**config.mk**
```make
export PLATFORM = sky130hd
export DESIGN_NAME = lc3_mem_ctrl
export DESIGN_NICKNAME = d
export VERILOG_FILES = /design/src/rtl/lc3_mem_ctrl.sv
export SDC_FILE = /design/constraint.sdc
export NUM_CORES = 1
export LEC_CHECK = 0
export ABC_AREA = 1
export CAP_MARGIN = 40
export CORE_MARGIN = 3
export CORE_UTILIZATION = 30
export CTS_CLUSTER_SIZE = 25
export DETAILED_ROUTE_END_ITERATION = 6
export SYNTH_ARGS = -nofsm -noshare
export SYNTH_HDL_FRONTEND = slang
export SYNTH_SLANG_ARGS = --single-unit
```
**constraint.sdc**
```tcl
create_clock -name clk -period 1.75 [get_ports clk]
set_clock_uncertainty 0.1 [all_clocks]
set_input_delay 0.525 -clock clk [delete_from_list [all_inputs] [get_ports clk]]
set_output_delay 0.525 -clock clk [all_outputs]
set_load 0.01 [all_outputs]
```
**src/rtl/lc3_mem_ctrl.sv**
```systemverilog
// LC-3 memory/IO access controller.
// Sequences one SRAM or device-register access per MIO_EN request and returns
// the one-cycle R (memory ready) pulse. Also owns KBSR/KBDR/DSR/DDR and the
// registered keyboard interrupt line.
module lc3_mem_ctrl #(
    parameter int WAIT_STATES = 3
) (
    input  logic        clk,
    input  logic        rst_n,
    input  logic        MIO_EN,
    input  logic        R_W,
    input  logic [15:0] MAR,
    input  logic [15:0] MDR_in,
    output logic        R,
    output logic [15:0] MEM_DATA,
    output logic [15:0] mem_addr,
    output logic [15:0] mem_wdata,
    output logic        mem_en,
    output logic        mem_we,
    input  logic [15:0] mem_rdata,
    input  logic        kbd_valid,
    input  logic [7:0]  kbd_data,
    output logic        disp_valid,
    output logic [7:0]  disp_data,
    input  logic        disp_ack,
    output logic        INT
);

    typedef enum logic [1:0] {IDLE, ACCESS, READY, DONE} state_t;

    localparam logic [3:0] WS = 4'(WAIT_STATES);

    // Device register select, taken from MAR[2:1] within xFE00..xFE06
    localparam logic [1:0] SEL_KBSR = 2'd0;
    localparam logic [1:0] SEL_KBDR = 2'd1;
    localparam logic [1:0] SEL_DSR  = 2'd2;
    localparam logic [1:0] SEL_DDR  = 2'd3;

    state_t      state, state_nx;
    logic [15:0] addr_q, wdata_q;
    logic        rw_q, is_dev_q;
    logic [1:0]  sel_q;
    logic [3:0]  cnt_q;

    logic        kb_rdy, kb_ie, ds_rdy, ds_ie;
    logic [7:0]  kbdr;

    logic        dev_hit;
    logic        last_acc, commit;
    logic        wr_kbsr, wr_dsr, wr_ddr, rd_kbdr;
    logic [15:0] dev_rdata;

    // Only the four even addresses xFE00..xFE06 are devices; the rest of xFExx is SRAM
    assign dev_hit = (MAR[15:3] == 13'h1FC0) && !MAR[0];

    // State register
    always_ff @(posedge clk or negedge rst_n) begin
        if (!rst_n) state <= IDLE;
        else        state <= state_nx;
    end

    // Next-state logic; devices take a single ACCESS cycle, SRAM takes WAIT_STATES+1
    always_comb begin
        state_nx = state;
        case (state)
            IDLE:    if (MIO_EN) state_nx = ACCESS;
            ACCESS:  if (is_dev_q || cnt_q == WS) state_nx = READY;
            READY:   state_nx = DONE;
            DONE:    if (!MIO_EN) state_nx = IDLE;
            default: state_nx = IDLE;
        endcase
    end

    assign last_acc = (state == ACCESS) && (state_nx == READY);
    assign commit   = (state == READY);

    assign wr_kbsr = commit && is_dev_q &&  rw_q && (sel_q == SEL_KBSR);
    assign wr_dsr  = commit && is_dev_q &&  rw_q && (sel_q == SEL_DSR);
    assign wr_ddr  = commit && is_dev_q &&  rw_q && (sel_q == SEL_DDR);
    assign rd_kbdr = commit && is_dev_q && !rw_q && (sel_q == SEL_KBDR);

    // Read mux for device registers; unimplemented status bits read as 0
    always_comb begin
        dev_rdata = 16'h0000;
        case (sel_q)
            SEL_KBSR: dev_rdata = {kb_rdy, kb_ie, 14'h0};
            SEL_KBDR: dev_rdata = {8'h00, kbdr};
            SEL_DSR:  dev_rdata = {ds_rdy, ds_ie, 14'h0};
            SEL_DDR:  dev_rdata = {8'h00, disp_data};
            default:  dev_rdata = 16'h0000;
        endcase
    end

    // SRAM strobes are held for the whole ACCESS window and never asserted for devices
    assign mem_en    = (state == ACCESS) && !is_dev_q;
    assign mem_we    = mem_en && rw_q;
    assign mem_addr  = addr_q;
    assign mem_wdata = wdata_q;

    // Request latch, wait-state counter, read-data capture and ready pulse
    always_ff @(posedge clk or negedge rst_n) begin
        if (!rst_n) begin
            addr_q   <= 16'h0000;
            wdata_q  <= 16'h0000;
            rw_q     <= 1'b0;
            is_dev_q <= 1'b0;
            sel_q    <= 2'd0;
            cnt_q    <= 4'd0;
            MEM_DATA <= 16'h0000;
            R        <= 1'b0;
        end else begin
            R <= commit;
            if (state == IDLE && MIO_EN) begin
                addr_q   <= MAR;
                wdata_q  <= MDR_in;
                rw_q     <= R_W;
                is_dev_q <= dev_hit;
                sel_q    <= MAR[2:1];
                cnt_q    <= 4'd0;
            end else if (state == ACCESS) begin
                cnt_q <= cnt_q + 4'd1;
            end
            // Captured before the READY-edge side effects, so a KBDR read sees the old key
            if (last_acc && !rw_q)
                MEM_DATA <= is_dev_q ? dev_rdata : mem_rdata;
        end
    end

    // Keyboard registers: a new key wins over the clear from a coincident KBDR read
    always_ff @(posedge clk or negedge rst_n) begin
        if (!rst_n) begin
            kb_rdy <= 1'b0;
            kb_ie  <= 1'b0;
            kbdr   <= 8'h00;
            INT    <= 1'b0;
        end else begin
            if (kbd_valid)    kb_rdy <= 1'b1;
            else if (rd_kbdr) kb_rdy <= 1'b0;
            if (kbd_valid)    kbdr   <= kbd_data;
            if (wr_kbsr)      kb_ie  <= wdata_q[14];
            INT <= kb_rdy && kb_ie;
        end
    end

    // Display registers: a DDR write wins over a coincident disp_ack
    always_ff @(posedge clk or negedge rst_n) begin
        if (!rst_n) begin
            ds_rdy     <= 1'b1;
            ds_ie      <= 1'b0;
            disp_valid <= 1'b0;
            disp_data  <= 8'h00;
        end else begin
            disp_valid <= wr_ddr;
            if (wr_ddr)        ds_rdy <= 1'b0;
            else if (disp_ack) ds_rdy <= 1'b1;
            if (wr_dsr)        ds_ie  <= wdata_q[14];
            if (wr_ddr)        disp_data <= wdata_q[7:0];
        end
    end

endmodule

```
==> reports/qor.yml <==
status: "finished with violations"
violations: "setup timing"
dp_hpwl_mm: 6.74
syn_avg_cell_area_sq_um: 8.60
synth.cell_area_sq_um: 3460
cts_root_buffer: "clkbuf_16"
dieArea_sq_um: 12800
die_x_microns: 113
crit_type: "register to primary output"
clockBufferDepth: 2
finalWorstSetupSlack_ps: -28.1
drive_above_1_share_pct: 13.8
ys_types: 22
cts_max_level: 3
rows: 38
pre_cts_slack_ps: -153
n_antenna_cell: 0
cp-start-kind: "register"
yosysTopAreaCell: "dfrtp_1"
place_area_sq_um: 4950
cts_tree: "built"
rsz0062_at_grt: "yes"
setup_viol: 1
grt_max_degree: 37
final.min_clock_period_ps: 1780
core_sq_um: 11000
num_io_pins: 123
ys.flop_type: "dfrtp_1"
overflow: 0
vias: 2996
ys_ff_latch: 79
cap_violations: 0
first_pass_iters: 5
finalPower_mw: 7.55
grt_pass1_vias: 3086
p_switching_mw: 2.58
synth-async-reset-ratio_pct: 100
finalHoldViolCount: 0
stdcell_area_sq_um: 5220
synth_top_area_share_pct: 56.5
cp-end-kind: "primary output"
synth_edf_count: 0
synth.most_common_cell: "nand2_1"
clkPwrFrac_pct: 24.3
combPwrFrac_pct: 38.2
finalNetCount: 603
top_usage_layer: "met2"
slew_violations: 0
power.internal_mw: 4.98
syn_nets: 465
numCtsBuffers: 9
switching_share_pct: 34.1
drc_errors: 0
die_h_microns: 113
grt_usage_pct: 14.3
syn_inst: 402
yosysSeqAreaShare_pct: 57.2
met2_usage_pct: 23.3
p_seq_share_pct: 37.5
drt_iter0_drc: 158
clk_latency_ps: 320
synthTopCellsByCount: "145 x nand2_1, 78 x dfrtp_1, 38 x inv_1, 34 x o21ai_0, 32 x nand3_1"
leakage_nw: 2.70
tightest_slew_ps: 335
vdd_drop_max_uv: 685
ant_nets: 0
area_growth_pct: 51.0
gp_congestion: 0.738
timing.setup.tns_ps: -28.1
final.period_utilization_pct: 102
drt-total-wl_mm: 8.87
cp_max_fo: 3
hp-class: "register to register"
port_buffers: 122
grt_pass1_wl_mm: 14.9
grt_use_met3_pct: 5.83
via_per_inst: 4.37
synthTopCellsByArea: "dfrtp_1 56%, nand2_1 16%, o21ai_0 4.9%"
wl_per_cell_microns: 12.9
max_clock_freq_mhz: 562
start_util_pct: 31.3
cts_sinks: 79
arrival_ps: 1150
slew_headroom_pct: 77.7
yosysWarningCount: 0
antenna_found_initial: 0
powerDensity_nw_per_um2: 1450
clk_pin_slew_ps: 60
grt_use_met1_pct: 18.2
worstPathRequired_ps: 1120
-- layer usage --
metal	share of wire, %	vias up
met5	0	-
met3	7.7	2
met2	48	93
met1	44	1360
met4	0.27	0
li1	-	1541
-- worst max-delay path, stage by stage, from the launching register on --
cell and delay [ps]:
dfrtp_1 360, inv_2 60, nor2_4 110, inv_2 60, nor3_2 90, buf_2 150
-- final timing paths --
kind,startpoint,endpoint,slack [ps],cells after the start
setup / recovery,state[0]$_DFF_PN0_,mem_we,-30,5
hold / removal,MEM_DATA[14]$_DFFE_PN0P_,MEM_DATA[14]$_DFFE_PN0P_,370,2
setup reg to reg,is_dev_q$_DFFE_PN0P_,MEM_DATA[12]$_DFFE_PN0P_,140,7
hold reg to reg,MEM_DATA[14]$_DFFE_PN0P_,MEM_DATA[14]$_DFFE_PN0P_,370,2
max in group asynchronous,rst_n,ds_rdy$_DFFE_PN1P_,490,3
min in group asynchronous,rst_n,mem_addr[11]$_DFFE_PN0P_,540,2
-- stage by stage --
step / instances / utilization [%] / hold WS (ps)
final: 685 / 47.3 / 370
after global routing: 685 / 47.3 / 400
after CTS: 684 / 47.2 / 373
after detailed placement: 664 / 44.9 / 353
after global placement: 664 / 44.9 / 351
after floorplan: 402 / - / 129
-- power by group through the flow --
stage / Clock [mW] / Sequential (mW) / Combinational, mW
5_1_grt: 1.98 / 2.93 / 3.24
6_report: 1.84 / 2.83 / 2.89
4_1_cts: 1.91 / 2.84 / 2.89
3_5_place_dp: 0 / 2.87 / 3.21
3_3_place_gp: 0 / 2.87 / 3.15
2_1_floorplan: 0 / 3.11 / 1.14
-- flip-flops by register name (all words and copies together) (netlist names) --
signal / flops
kbdr: 8
ds_ie: 1
mem_wdata: 16
rw_q: 1
MEM_DATA: 16
INT: 1
disp_valid: 1
kb_rdy: 1
disp_data: 8
kb_ie: 1
is_dev_q: 1
R: 1
state: 2
mem_addr: 16
cnt_q: 4
ds_rdy: 1
-- cell type report --
| type | count | area, sq um |
|---|---|---|
| fill | 1119 | 5810 |
| sequential | 79 | 1980 |
| timing repair buffer | 144 | 1370 |
| multi-input combinational | 264 | 1240 |
| clock buffer | 10 | 239 |
| tap | 140 | 175 |
| inverter | 42 | 158 |
| clock inverter | 6 | 60.1 |
-- placed cells by master, fill, tap and decap left out --
cell type,instances
nand2_1,145
dfrtp_1,78
clkdlybuf4s50_1,60
dlygate4sd2_1,59
inv_1,36
o21ai_0,34
nand3_1,32
buf_4,17
o21ai_2,14
nor2_1,12
clkbuf_16,9
or2_2,8
a21oi_1,6
buf_12,5
inv_2,4
nand4_1,4
nor2_4,3
nand3_2,3
clkinv_2,3
clkinv_1,2
clkinvlp_4,2
nor2_2,1
nor3_2,1
ha_1,1
clkbuf_8,1
bufinv_16,1
dfstp_2,1
dlygate4sd3_1,1
buf_6,1
buf_2,1
-- what timing repair did --
action	4_1_cts	5_1_grt
setup endpoints to repair	61	2
setup buffers	3	1
hold buffers	1	0
endpoints found under the hold margin	2	0
pin swaps	2	1
gates resized for setup	71	2
gates cloned	0	0
-- kinds of logic after synthesis --
group | Yosys count | share of synthesized area [%]
compound gates | 54 | 9.34
fa+ha+maj | 1 | 0.362
buf+inv | 59 | 7.27
flops | 79 | 57.2
simple gates | 209 | 25.8
(Power assumes the default switching activity.)
